<file path="src/rtl/pipeline_pkg.sv">
// Shared types for the pipeline stall/flush scheduler.
// This covers the FSM state encoding and the bundle of pipe-register control outputs.
package pipeline_pkg;

    typedef enum logic [1:0] {
        CTRL_RUN   = 2'd0,
        CTRL_DRAIN = 2'd1,
        CTRL_HALT  = 2'd2
    } ctrl_state_e;

    typedef struct packed {
        logic pc_en;
        logic ifid_stall;
        logic ifid_flush;
        logic idex_flush;
    } ctrl_out_t;

    localparam ctrl_out_t CTL_NORMAL     = '{pc_en: 1'b1, ifid_stall: 1'b0, ifid_flush: 1'b0, idex_flush: 1'b0};
    localparam ctrl_out_t CTL_HOLD       = '{pc_en: 1'b0, ifid_stall: 1'b1, ifid_flush: 1'b0, idex_flush: 1'b1};
    localparam ctrl_out_t CTL_REDIRECT   = '{pc_en: 1'b1, ifid_stall: 1'b0, ifid_flush: 1'b1, idex_flush: 1'b1};
    localparam ctrl_out_t CTL_FETCH_WAIT = '{pc_en: 1'b0, ifid_stall: 1'b0, ifid_flush: 1'b1, idex_flush: 1'b0};
    localparam ctrl_out_t CTL_RESET      = '{pc_en: 1'b0, ifid_stall: 1'b0, ifid_flush: 1'b1, idex_flush: 1'b1};

endpackage

</file>
<file path="src/rtl/pipeline_ctrl_hazard_detect.sv">
// Load-use hazard compare: an ID-stage source matches the destination of a load in EX.
// Writes to x0 never create a hazard.
module hazard_detect (
    input  logic       i_id_valid,
    input  logic [4:0] i_id_rs1,
    input  logic [4:0] i_id_rs2,
    input  logic       i_id_uses_rs1,
    input  logic       i_id_uses_rs2,
    input  logic       i_ex_valid,
    input  logic [4:0] i_ex_rd,
    input  logic       i_ex_is_load,
    output logic       o_load_use
);

    logic w_ex_load_live;
    logic w_rs1_hit;
    logic w_rs2_hit;

    assign w_ex_load_live = i_ex_valid & i_ex_is_load & (i_ex_rd != 5'd0);
    assign w_rs1_hit      = i_id_uses_rs1 & (i_id_rs1 == i_ex_rd);
    assign w_rs2_hit      = i_id_uses_rs2 & (i_id_rs2 == i_ex_rd);
    assign o_load_use     = w_ex_load_live & i_id_valid & (w_rs1_hit | w_rs2_hit);

endmodule

</file>
<file path="src/rtl/pipeline_ctrl.sv">
// Stall/flush scheduler for the 5-stage pipeline: load-use bubbles, EX redirects,
// fetch wait, system-instruction drain and ebreak halt.
module pipeline_ctrl
    import pipeline_pkg::*;
#(
    parameter int DRAIN_CYCLES = 3,
    parameter int CNT_W        = 32
) (
    input  logic             clk_i,
    input  logic             rst_i,
    input  logic             id_valid_i,
    input  logic [4:0]       id_rs1_i,
    input  logic [4:0]       id_rs2_i,
    input  logic             id_uses_rs1_i,
    input  logic             id_uses_rs2_i,
    input  logic             id_is_system_i,
    input  logic             id_is_ebreak_i,
    input  logic             ex_valid_i,
    input  logic [4:0]       ex_rd_i,
    input  logic             ex_is_load_i,
    input  logic             ex_redirect_i,
    input  logic             imem_ready_i,
    output logic             pc_en_o,
    output logic             ifid_stall_o,
    output logic             ifid_flush_o,
    output logic             idex_flush_o,
    output logic             sys_go_o,
    output logic             halted_o,
    output logic [1:0]       state_o,
    output logic [CNT_W-1:0] stall_cnt_o
);

    localparam int            DW         = $clog2(DRAIN_CYCLES + 1);
    localparam logic [DW-1:0] DRAIN_INIT = DW'(DRAIN_CYCLES - 1);

    ctrl_state_e      r_state;
    ctrl_state_e      w_next_state;
    logic [DW-1:0]    r_cnt;
    logic [DW-1:0]    w_next_cnt;
    logic [CNT_W-1:0] r_stall_cnt;
    ctrl_out_t        w_ctl;
    logic             w_sys_go;
    logic             w_load_use;
    logic             w_redirect;
    logic             w_sys_enter;

    hazard_detect u_hazard_detect (
        .i_id_valid    (id_valid_i),
        .i_id_rs1      (id_rs1_i),
        .i_id_rs2      (id_rs2_i),
        .i_id_uses_rs1 (id_uses_rs1_i),
        .i_id_uses_rs2 (id_uses_rs2_i),
        .i_ex_valid    (ex_valid_i),
        .i_ex_rd       (ex_rd_i),
        .i_ex_is_load  (ex_is_load_i),
        .o_load_use    (w_load_use)
    );

    assign w_redirect = ex_valid_i & ex_redirect_i;
    // A system instr that is also load-use takes the bubble first and enters DRAIN next cycle.
    assign w_sys_enter = id_valid_i & id_is_system_i & ~w_load_use;

    // NOTE: sequential state uses non-blocking assignments so every flop samples pre-edge values.
    always_ff @(posedge clk_i or posedge rst_i) begin
        if (rst_i) begin
            r_state <= CTRL_RUN;
            r_cnt   <= '0;
        end else begin
            r_state <= w_next_state;
            r_cnt   <= w_next_cnt;
        end
    end

    // NOTE: every combinational output gets a default first, so no path can infer a latch.
    always_comb begin
        w_next_state = r_state;
        w_next_cnt   = r_cnt;
        case (r_state)
            CTRL_RUN: begin
                if (!w_redirect && w_sys_enter) begin
                    w_next_state = CTRL_DRAIN;
                    w_next_cnt   = DRAIN_INIT;
                end
            end
            CTRL_DRAIN: begin
                if (w_redirect) begin
                    w_next_state = CTRL_RUN;
                    w_next_cnt   = '0;
                end else if (r_cnt != '0) begin
                    w_next_cnt = r_cnt - DW'(1);
                end else begin
                    w_next_state = id_is_ebreak_i ? CTRL_HALT : CTRL_RUN;
                end
            end
            CTRL_HALT: begin
                w_next_state = CTRL_HALT;
            end
            default: begin
                w_next_state = CTRL_RUN;
                w_next_cnt   = '0;
            end
        endcase
    end

    always_comb begin
        w_ctl    = CTL_NORMAL;
        w_sys_go = 1'b0;
        if (rst_i) begin
            w_ctl = CTL_RESET;
        end else if (r_state == CTRL_HALT) begin
            w_ctl = CTL_HOLD;
        end else if (w_redirect) begin
            w_ctl = CTL_REDIRECT;
        end else if (r_state == CTRL_DRAIN) begin
            if (r_cnt != '0) begin
                w_ctl = CTL_HOLD;
            end else begin
                w_sys_go = 1'b1;
            end
        end else if (w_sys_enter || w_load_use) begin
            w_ctl = CTL_HOLD;
        end else if (!imem_ready_i) begin
            w_ctl = CTL_FETCH_WAIT;
        end
    end

    always_ff @(posedge clk_i or posedge rst_i) begin
        if (rst_i) begin
            r_stall_cnt <= '0;
        end else if (!w_ctl.pc_en && r_state != CTRL_HALT) begin
            r_stall_cnt <= r_stall_cnt + CNT_W'(1);
        end
    end

    assign pc_en_o      = w_ctl.pc_en;
    assign ifid_stall_o = w_ctl.ifid_stall;
    assign ifid_flush_o = w_ctl.ifid_flush;
    assign idex_flush_o = w_ctl.idex_flush;
    assign sys_go_o     = w_sys_go;
    assign halted_o     = (r_state == CTRL_HALT);
    assign state_o      = r_state;
    assign stall_cnt_o  = r_stall_cnt;

endmodule

</file>
<file path="config.mk">
export PLATFORM = sky130hd
export DESIGN_NAME = pipeline_ctrl
export DESIGN_NICKNAME = d
export VERILOG_FILES = /design/src/rtl/pipeline_pkg.sv /design/src/rtl/pipeline_ctrl_hazard_detect.sv /design/src/rtl/pipeline_ctrl.sv
export SDC_FILE = /design/constraint.sdc
export NUM_CORES = 1
export LEC_CHECK = 0
export ABC_AREA = 1
export CAP_MARGIN = 20
export CORE_MARGIN = 2
export CORE_UTILIZATION = 50
export DETAILED_ROUTE_END_ITERATION = 7
export PLACE_DENSITY = 0.83
export SYNTH_ARGS = -nofsm -noshare
export SYNTH_HDL_FRONTEND = slang
export SYNTH_SLANG_ARGS = --single-unit
</file>
<file path="constraint.sdc">
create_clock -name clk_i -period 1.97 [get_ports clk_i]
set_input_delay 0.4925 -clock clk_i [delete_from_list [all_inputs] [get_ports clk_i]]
set_output_delay 0.4925 -clock clk_i [all_outputs]
set_load 0.01 [all_outputs]
</file>
After elaboration in Yosys (flattened, before gate mapping)
Cells that the tools add are included.
{"block": "word_totals", "wordCells": 56, "ff_bits": 36, "inputBits": 26, "out_inout_bits": 40}
{"block": "classes", "eq_ne": 8, "add_sub_neg": 2, "muxes": 21, "reduce_logical": 10, "bitwise_logic": 12}
{"cell": "32-bit by 1-bit adder with 32-bit output (second input constant)", "n": 1}
{"cell": "4-bit 2-to-1 mux", "n": 7}
{"cell": "2-bit 2-to-1 mux", "n": 7}
{"cell": "2-bit one-hot mux with 3 select lines", "n": 2}
{"cell": "5-bit equality test", "n": 2}
{"cell": "1-bit bitwise AND", "n": 9}
{"cell": "3-bit != test (second input constant)", "n": 2}
{"cell": "1-bit 2-to-1 mux", "n": 5}
{"cell": "5-bit nonzero test", "n": 1}
{"cell": "2-bit != test (second input constant)", "n": 2}
{"cell": "3-bit AND reduction", "n": 1}
{"cell": "2-bit by 1-bit equality test with 1-bit output (second input constant)", "n": 1}
{"cell": "2-bit equality test (second input constant)", "n": 1}
{"cell": "1-bit logical AND", "n": 2}
{"cell": "1-bit logical NOT", "n": 2}
{"cell": "2-bit logical NOT", "n": 1}
{"cell": "1-bit NOT", "n": 2}
{"cell": "2-bit AND reduction", "n": 1}
{"cell": "2-bit nonzero test", "n": 1}
{"cell": "2-bit by 1-bit subtractor with 2-bit output (second input constant)", "n": 1}
{"cell": "1-bit logical OR", "n": 1}
{"cell": "1-bit OR", "n": 1}

Logic depth before layout (Yosys ltp)
Gate-level depths: netlist of run 1.
{"block": "depth", "word_depth": 14, "ltp_mapped": 14, "depth_no_buf": 13}

By module
Synthesis of run 1 repeated with hierarchy kept, for this count alone.
{"block": "unflattened", "cells_unflattened": 430, "area_unflattened_um2": 2673.8}
{"mod": "pipeline_ctrl", "instances": 1, "seq_area_each_um2": 900.9, "area_each_um2": 2458.6, "cells_per_inst": 378}
{"mod": "hazard_detect", "instances": 1, "seq_area_each_um2": 0.0, "area_each_um2": 215.2, "cells_per_inst": 52}

Worst setup path after synthesis of run 1
No wires, ideal clock.
{"block": "synth_path", "kind": "input to output", "from": "in rst_i", "to": "out ifid_flush_o", "required_time_ns": 1.477, "arrival_ns": 1.491, "path_slack_ns": -0.014, "stages": 2, "path_buffers": 0, "path_cell_list": "inv_1 nand2_1"}
{"block": "synth_via", "elab_chain_cells": 1}
{"item": "from (decl)", "line_no": "pipeline_ctrl.sv:10", "text": "input logic rst_i,"}
{"item": "4-bit 2-to-1 mux", "line_no": "pipeline_ctrl.sv:108", "text": "if (rst_i) begin"}
{"item": "to (decl)", "line_no": "pipeline_ctrl.sv:25", "text": "output logic ifid_flush_o,"}
No other way between the ends.

Worst setup path in the final report of run 1
{"block": "layout_path", "from": "in id_rs1_i[1]", "to": "out ifid_flush_o"}
{"block": "layout_via", "elab_chain_cells": 12}
{"item": "from (decl)", "line_no": "pipeline_ctrl.sv:12", "text": "input logic [4:0] id_rs1_i,"}
{"item": "5-bit equality test (*)", "line_no": "pipeline_ctrl_hazard_detect.sv:20", "text": "assign w_rs1_hit = i_id_uses_rs1 & (i_id_rs1 == i_ex_rd);"}
{"item": "1-bit bitwise AND (*)", "line_no": "pipeline_ctrl_hazard_detect.sv:20"}
{"item": "1-bit OR (*)", "line_no": "pipeline_ctrl_hazard_detect.sv:22", "text": "assign o_load_use = w_ex_load_live & i_id_valid & (w_rs1_hit | w_rs2_hit);"}
{"item": "1-bit bitwise AND (*)", "line_no": "pipeline_ctrl_hazard_detect.sv:22"}
{"item": "1-bit NOT", "line_no": "pipeline_ctrl.sv:61", "text": "assign w_sys_enter = id_valid_i & id_is_system_i & ~w_load_use;"}
{"item": "1-bit bitwise AND", "line_no": "pipeline_ctrl.sv:61"}
{"item": "1-bit logical OR (*)", "line_no": "pipeline_ctrl.sv:120", "text": "end else if (w_sys_enter || w_load_use) begin"}
{"item": "4-bit 2-to-1 mux (*)", "line_no": "pipeline_ctrl.sv:120"}
{"item": "4-bit 2-to-1 mux (*)", "line_no": "pipeline_ctrl.sv:114", "text": "end else if (r_state == CTRL_DRAIN) begin"}
{"item": "4-bit 2-to-1 mux (*)", "line_no": "pipeline_ctrl.sv:112", "text": "end else if (w_redirect) begin"}
{"item": "4-bit 2-to-1 mux (*)", "line_no": "pipeline_ctrl.sv:110", "text": "end else if (r_state == CTRL_HALT) begin"}
{"item": "4-bit 2-to-1 mux (*)", "line_no": "pipeline_ctrl.sv:108"}
Mark *: on every way between the ends. The rest lies on a longest branch, timed or not.

==> results.md, run 1 <==
* Critical Path Max Stage Delay at between 100 and 150 ps
* Failing checks: negative setup slack
* Register area share after synthesis at about a third
* Worst-path maximum fanout at 3
* Cell repeated most along the worst path: nand2_1
* Mapped Area at 2750 um2
* Final Hold Violating Endpoints at 0
* Fill cells at just over 400
* Final setup fails at 3
* Detailed Route WL at 7410 um
* Antenna violations before repair at 0
* Count leader, synth: nand2_1
* Data arrival, critical path at 1510 ps
* Initial Util at approximately 50%
* DPL Wire Length at 5420 um
* Hold crit path type: reg2reg
* First-pass GRT wire length at 11900 um
* Final Cell Area at approximately 3900 um2
* Max_slew headroom at 69.6%
* N_diodes at 0
* RSZ-0062 raised after global routing: yes
* Pwr Density at ~770 nW/um2
* Vias in the first global route at 2593
* Wirelength per Cell at around 13 um
* Max-cap viol count at 0
* R2R depth at 13
* Part of the cycle the worst path needs at 102%
* CP max-delay cell: buf_2
* Clk_lat worst skew at approximately 290 ps
* Syn avg cell area at 6.80 um2
* Worst hold path endpoint: stall_cnt_o[31]
* Synth Instances at 405
* I/O Buffers at 65
* Fmax at 0.500 GHz
* Top Ports at between 60 and 70
* Area added between synthesis and finish at 40.8%
* Design Power at 3.00 mW
* Post-route DRC at 0
* Top post-synthesis cells by count: nand2_1, inv_1, dfrtp_1
* Iteration count of the initial detailed-routing pass at 5
* DRT antenna net count at 0
* Area post-placement at 3610 um2
* Pin count of the biggest net entering global routing at 37
* Yosys warnings at 0
* Die Y at between 70 and 80 um
* Synthesis-stage register bit count at 36
* Top cells by area, synth: dfrtp_1, nand2_1, nand3_2
* CTS Root Cell: clkbuf_8
* Worst Path Required at 1480 ps
* Max Slew Vio Count at 0
* Via count at 2972
* Core area at 5410 um2
* CP cell instances: buf_2, inv_1, nand2_1, nand2_1, nor2_2, nand3_1, nand2_1, nand2_2, nand3_4, o21ai_2, nand2_1, nand2_1, buf_2
* Pleak at 1.86 nW
* Clock buffer depth at 2
* Asr flop ratio synth at 100%
* Worst Hold Path Cells at 2
* Fraction of layout cells with a size suffix above 1 at 29.7%
* Layer with the highest usage: met2
* CTS tree: done
* GRT met2 Usage at 39.1%
* Final #Nets at 533
* Critical R2R Launch: state_o[1]
* M1 GR Usage at between 30% and 40%
* Setup crit end kind: primary output
* Setup ws final at -29.6 ps
* Num rows at 27
* Initial DRC Count at 246
* Reg2Reg Setup Slack at around 50 ps
* Post-synth EDFFs at 0
* CTS Buf Count at 5
* Number of buffers and inverters on the critical path at 3
* GRT Util Overall at 24.2%
* Maximum vdd drop at approximately 0.58 mV
* Yosys top cell by area: dfrtp_1
* Tightest Pin Transition at 456 ps
* Syn_nets at ~430
* Post-cts hold buffer count at 0
* Hold path start: stall_cnt_o[31]
* Grt ovf at 0
* Die Width at 78.2 um
* Setup Skew at 5.17 ps
* Period minus WS final at 2000 ps
* Clock Sinks at 36
* Worst-path clk slew at 70 ps
* Vias/cell at 5.15
* Post-synth top area share at about 33%
* H-Tree Depth at 2
* Critical path depth at 13
* Setup crit start kind: primary input
* CP Class: in2out
* Outcome: finished, violations left
* Distinct cell type count after synthesis at 26
* Die footprint at 6120 um2
* Prevailing post-synth register cell: dfrtp_1
* Delay-heaviest family, CP: simple AND/OR/NAND/NOR gates
* Met3 Usage GRT at 4.14%
* RR Endpoint: stall_cnt_o[31]
* GP Congestion at 0.940
## tightest hold or removal path, stage by stage (launching register included)
cell and delay [ps]:
dfrtp_1 370, nand2_1 60, nand2_1 40
## per-stage QoR
stage	instances	utilization (%)	hold slack (ps)	worst slack (ps)	setup TNS, ps
after floorplan	405	-	450	125	0
after global placement	561	66.9	475	-856	-20540
after detailed placement	561	66.9	481	-913	-23060
after CTS	572	69.2	510	-32.2	-43.4
after global routing	577	71.7	542	-123	-797
final	577	71.7	500	-29.6	-68.8
## flip-flops by register name (all words and copies together) (netlist names)
register,flops
stall_cnt_o,32
r_cnt,2
state_o,2
## cells in the final DEF (no fill, tap or decap), types with 2 or more instances in the layout
cell and n:
nand2_1 136, inv_1 39, clkdlybuf4s50_1 36, dfrtp_1 36, buf_4 29, nor2_1 27, nand3_2 25, nand3_1 21
nor3_1 20, nand2_2 16, inv_2 15, xor2_1 12, buf_6 12, nand4_1 10, buf_2 10, nor2_2 8
inv_4 5, clkbuf_8 5, dlygate4sd2_1 5, buf_8 5, nor2_4 3, nand2_4 3, xnor2_1 3, nor3_2 2
o21ai_0 2, a21oi_1 2, clkbuf_2 2
## timing repair
item                       4_1_cts  5_1_grt
pin swaps                       37       25
setup buffers                    4        5
gates cloned                     0        0
gates resized for setup        127       35
setup endpoints to repair       38       24
## area by class of cell
type / count / area [um2] / share of cell area (%)
inverters: 62 / 254 / 6.55
repair buffers: 101 / 915 / 23.6
clock inverters: 1 / 5.00 / 0.129
clock buffers: 6 / 72.6 / 1.87
flip-flops and latches: 36 / 901 / 23.2
multi-input cells: 299 / 1640 / 42.3
well taps: 72 / 90.1 / 2.32
## where the power goes
group	internal [mW]	switching, mW
Sequential	0.832	0.110
Clock	0.240	0.256
Combinational	0.727	0.839
## logic make-up (layout without fill, tap and decap cells)
kind of cell / count (synthesis) / after routing / synth area share, %
adders and majority gates: 2 / 2 / 0.909
and+or+nand+nor: 275 / 275 / 48.6
xor gates and xnor gates: 15 / 15 / 4.77
DFF: 36 / 36 / 32.7
AOI/OAI and AO/OA: 7 / 7 / 1.41
buffers and inverters: 70 / 170 / 11.6
## metal layers
layer	routed length (um)	up-vias
li1	-	1466
met5	0	-
met2	3650	107
met3	390	17
met1	3200	1382
met4	172	0
## worst max path at each step
stage                               to         from
after floorplan                pc_en_o  id_rs2_i[1]
final                     ifid_flush_o  id_rs1_i[1]
after global placement    ifid_stall_o   ex_rd_i[0]
after detailed placement  ifid_stall_o   ex_rd_i[1]
after CTS                 ifid_flush_o   ex_rd_i[2]
after global routing      ifid_flush_o  id_rs1_i[1]
No activity file was read; power rests on OpenSTA's default activity.
==> run 2: changes to the inputs <==
--- a/config.mk
+++ b/config.mk
@@ -11,6 +11,7 @@
 export CORE_UTILIZATION = 50
 export DETAILED_ROUTE_END_ITERATION = 7
 export PLACE_DENSITY = 0.83
+export REMOVE_ABC_BUFFERS = 1
 export SYNTH_ARGS = -nofsm -noshare
 export SYNTH_HDL_FRONTEND = slang
 export SYNTH_SLANG_ARGS = --single-unit
==> run 2 against run 1 <==
Compared with the run above:
- the flow still finishes with violations (negative setup slack)
- combinational power shrank 4%
- global-route usage down 0.85 points
- clock power increased by 10%
- flip-flop and latch count unchanged
- via count shrank 4.3%
- worst setup slack lost 9.4 ps
- critical path depth is 1 lower
- largest cell class unchanged
- largest power group unchanged
==> results.md, run 2 (synthesis results as in run 1) <==
* Period minus WS final at 2010 ps (+9.40 ps)
* Setup crit end kind: primary output
* Setup crit start kind: primary input
* Antenna violations before repair at 0 (unchanged)
* Setup TNS at -65.1 ps (+3.65 ps)
* Delay-heaviest family, CP: simple AND/OR/NAND/NOR gates
* Area added between synthesis and finish at 37.2%
* Final #Nets at 525 (-1.5%)
* N_diodes at 0 (unchanged)
* Hold crit path type: reg2reg
* Cell repeated most along the worst path: nand2_1
* Critical path depth at 12 (-1)
* Core area at 5410 um2 (unchanged)
* H-Tree Depth at 2 (unchanged)
* Maximum vdd drop at 0.711 mV (+23%)
* Pwr Density at 790 nW/um2 (+2.0%)
* Max FFs per register at 32 (unchanged)
* Max_slew headroom at 69.4% (-0.24 points)
* Pin count of the biggest net entering global routing at 49 (+32%)
* Setup ws final at -39.0 ps (-9.40 ps)
* Clock buffer depth at 2 (unchanged)
* Max Slew Vio Count at 0 (unchanged)
* DRT antenna net count at 0 (unchanged)
* Final setup fails at 2 (-1)
* Placed cell count at 557 (-0.71%)
* Final Hold Violating Endpoints at 0 (unchanged)
* Top Ports at 66 (unchanged)
* DPL Wire Length at 5260 um (-2.8%)
* Clk_lat worst skew at 290 ps (about the same)
* R2R depth at 11 (-2)
* Data arrival, critical path at 1520 ps (about the same)
* Detailed Route WL at 7100 um (-4.2%)
* GRT Util Overall at 23.3% (-0.85 points)
* Num rows at 27 (unchanged)
* Max-cap viol count at 0 (unchanged)
* Post-route DRC at 0 (unchanged)
* Fmax at 0.498 GHz (-0.47%)
* Worst Path Required at 1480 ps (about the same)
* Outcome: finished, violations left
* Worst-path clk slew at 70 ps (about the same)
* Die footprint at 6120 um2 (unchanged)
* Final cell count without fillers at 570 (-1.2%)
* Failing checks: negative setup slack
* CP Class: in2out
* Critical Path Max Stage Delay at 130 ps (about the same)
* Worst-path maximum fanout at 3 (unchanged)
* First-pass GRT wire length at 11600 um (-3.1%)
* Most frequent cells in the layout: nand2_1, inv_1, clkdlybuf4s50_1
* Setup Skew at 2.91 ps (-2.26 ps)
* Number of buffers and inverters on the critical path at 3 (unchanged)
* Fraction of layout cells with a size suffix above 1 at 26.3% (-3.4 points)
* Vias/cell at 4.99 (-3.1%)
* Worst Hold Path Cells at 2 (unchanged)
* Initial Util at 50.9% (unchanged)
* RSZ-0062 raised after global routing: yes
* Initial DRC Count at 224 (-8.9%)
* Vias in the first global route at 2666 (+2.8%)
* CTS tree: done
* Pleak at 1.80 nW (-2.9%)
* Most common cell after layout, fill and taps aside: nand2_1
* Clock Sinks at 36 (unchanged)
* GP Congestion at 0.913 (-2.9%)
* Iteration count of the initial detailed-routing pass at 4 (-1)
* Via count at 2845 (-4.3%)
* CP max-delay cell: buf_2
* Tightest Pin Transition at 459 ps (+3.63 ps)
* Post-cts hold buffer count at 0 (unchanged)
* Wirelength per Cell at 12.5 um (-3.0%)
* I/O Buffers at 65 (unchanged)
* Die Y at 78.2 um (unchanged)
* CTS Root Cell: clkbuf_8
* CTS Buf Count at 5 (unchanged)
* CP cell instances: buf_2, inv_2, nand2_1, nand2_1, nor2_1, nand3_1, nand2_1, nand2_2, nand3_2, nand3_2, a21oi_2, buf_2
* Part of the cycle the worst path needs at 102% (+0.48 points)
* Grt ovf at 0 (unchanged)
* Die Width at 78.2 um (unchanged)
==> run 2: per-layer routing <==
metal	GRT usage [%]	share of wire, %	vias to the layer above
met5	0	0	-
met1	29.1	44	1315
met3	4.14	3.8	10
met2	41.0	51	70
li1	-	-	1450
met4	7.37	1.3	0
==> run 2: final timing paths <==
kind / startpoint / to / slack (ps)
max: id_rs1_i[1] / ifid_stall_o / -40
min: stall_cnt_o[31] / stall_cnt_o[31] / 510
max reg2reg: state_o[1] / stall_cnt_o[30] / 110
min reg2reg: stall_cnt_o[31] / stall_cnt_o[31] / 510
max in group asynchronous: rst_i / stall_cnt_o[1] / 1090
min in group asynchronous: rst_i / stall_cnt_o[4] / 540
==> run 2: what timing repair did <==
action | in CTS | in global routing
pin swaps | 34 | 18
setup endpoints to repair | 38 | 26
resized for setup | 114 | 31
buffers inserted | 0 | 5
==> run 2: area by class of cell <==
| class | instances | area [um2] |
|---|---|---|
| flip-flops and latches | 36 | 902 |
| repair buffers | 93 | 840 |
| inverters | 62 | 245 |
| well taps | 72 | 90.1 |
| multi-input cells | 299 | 1610 |
| clock buffers | 8 | 90.1 |
| fillers | 435 | 1630 |
==> run 2: metrics by stage <==
step                utilization, %  cell area, um2  hold WS [ps]  power (mW)  setup slack, ps
detailed placement            66.2            3580           476        2.26             -900
global placement              66.2            3580           472        2.22             -856
floorplan                        -            2670           453        1.65             -171
global route                  69.9            3780           527        3.15             -108
finish                        69.9            3780           514        2.99            -39.0
CTS                           67.5            3650           511        2.83            -13.5
==> run 2: where the power goes <==
part | internal [mW] | leakage [nW] | switching, mW | total [mW]
clock | 0.285 | 0.0455 | 0.262 | 0.548
sequential | 0.834 | 0.490 | 0.106 | 0.940
combinational | 0.674 | 1.27 | 0.825 | 1.50
==> run 2: tightest hold or removal path, cell delays in order, from the launching register on <==
cell and delay, ps:
dfrtp_1 380, nand2_1 60, nand2_1 40
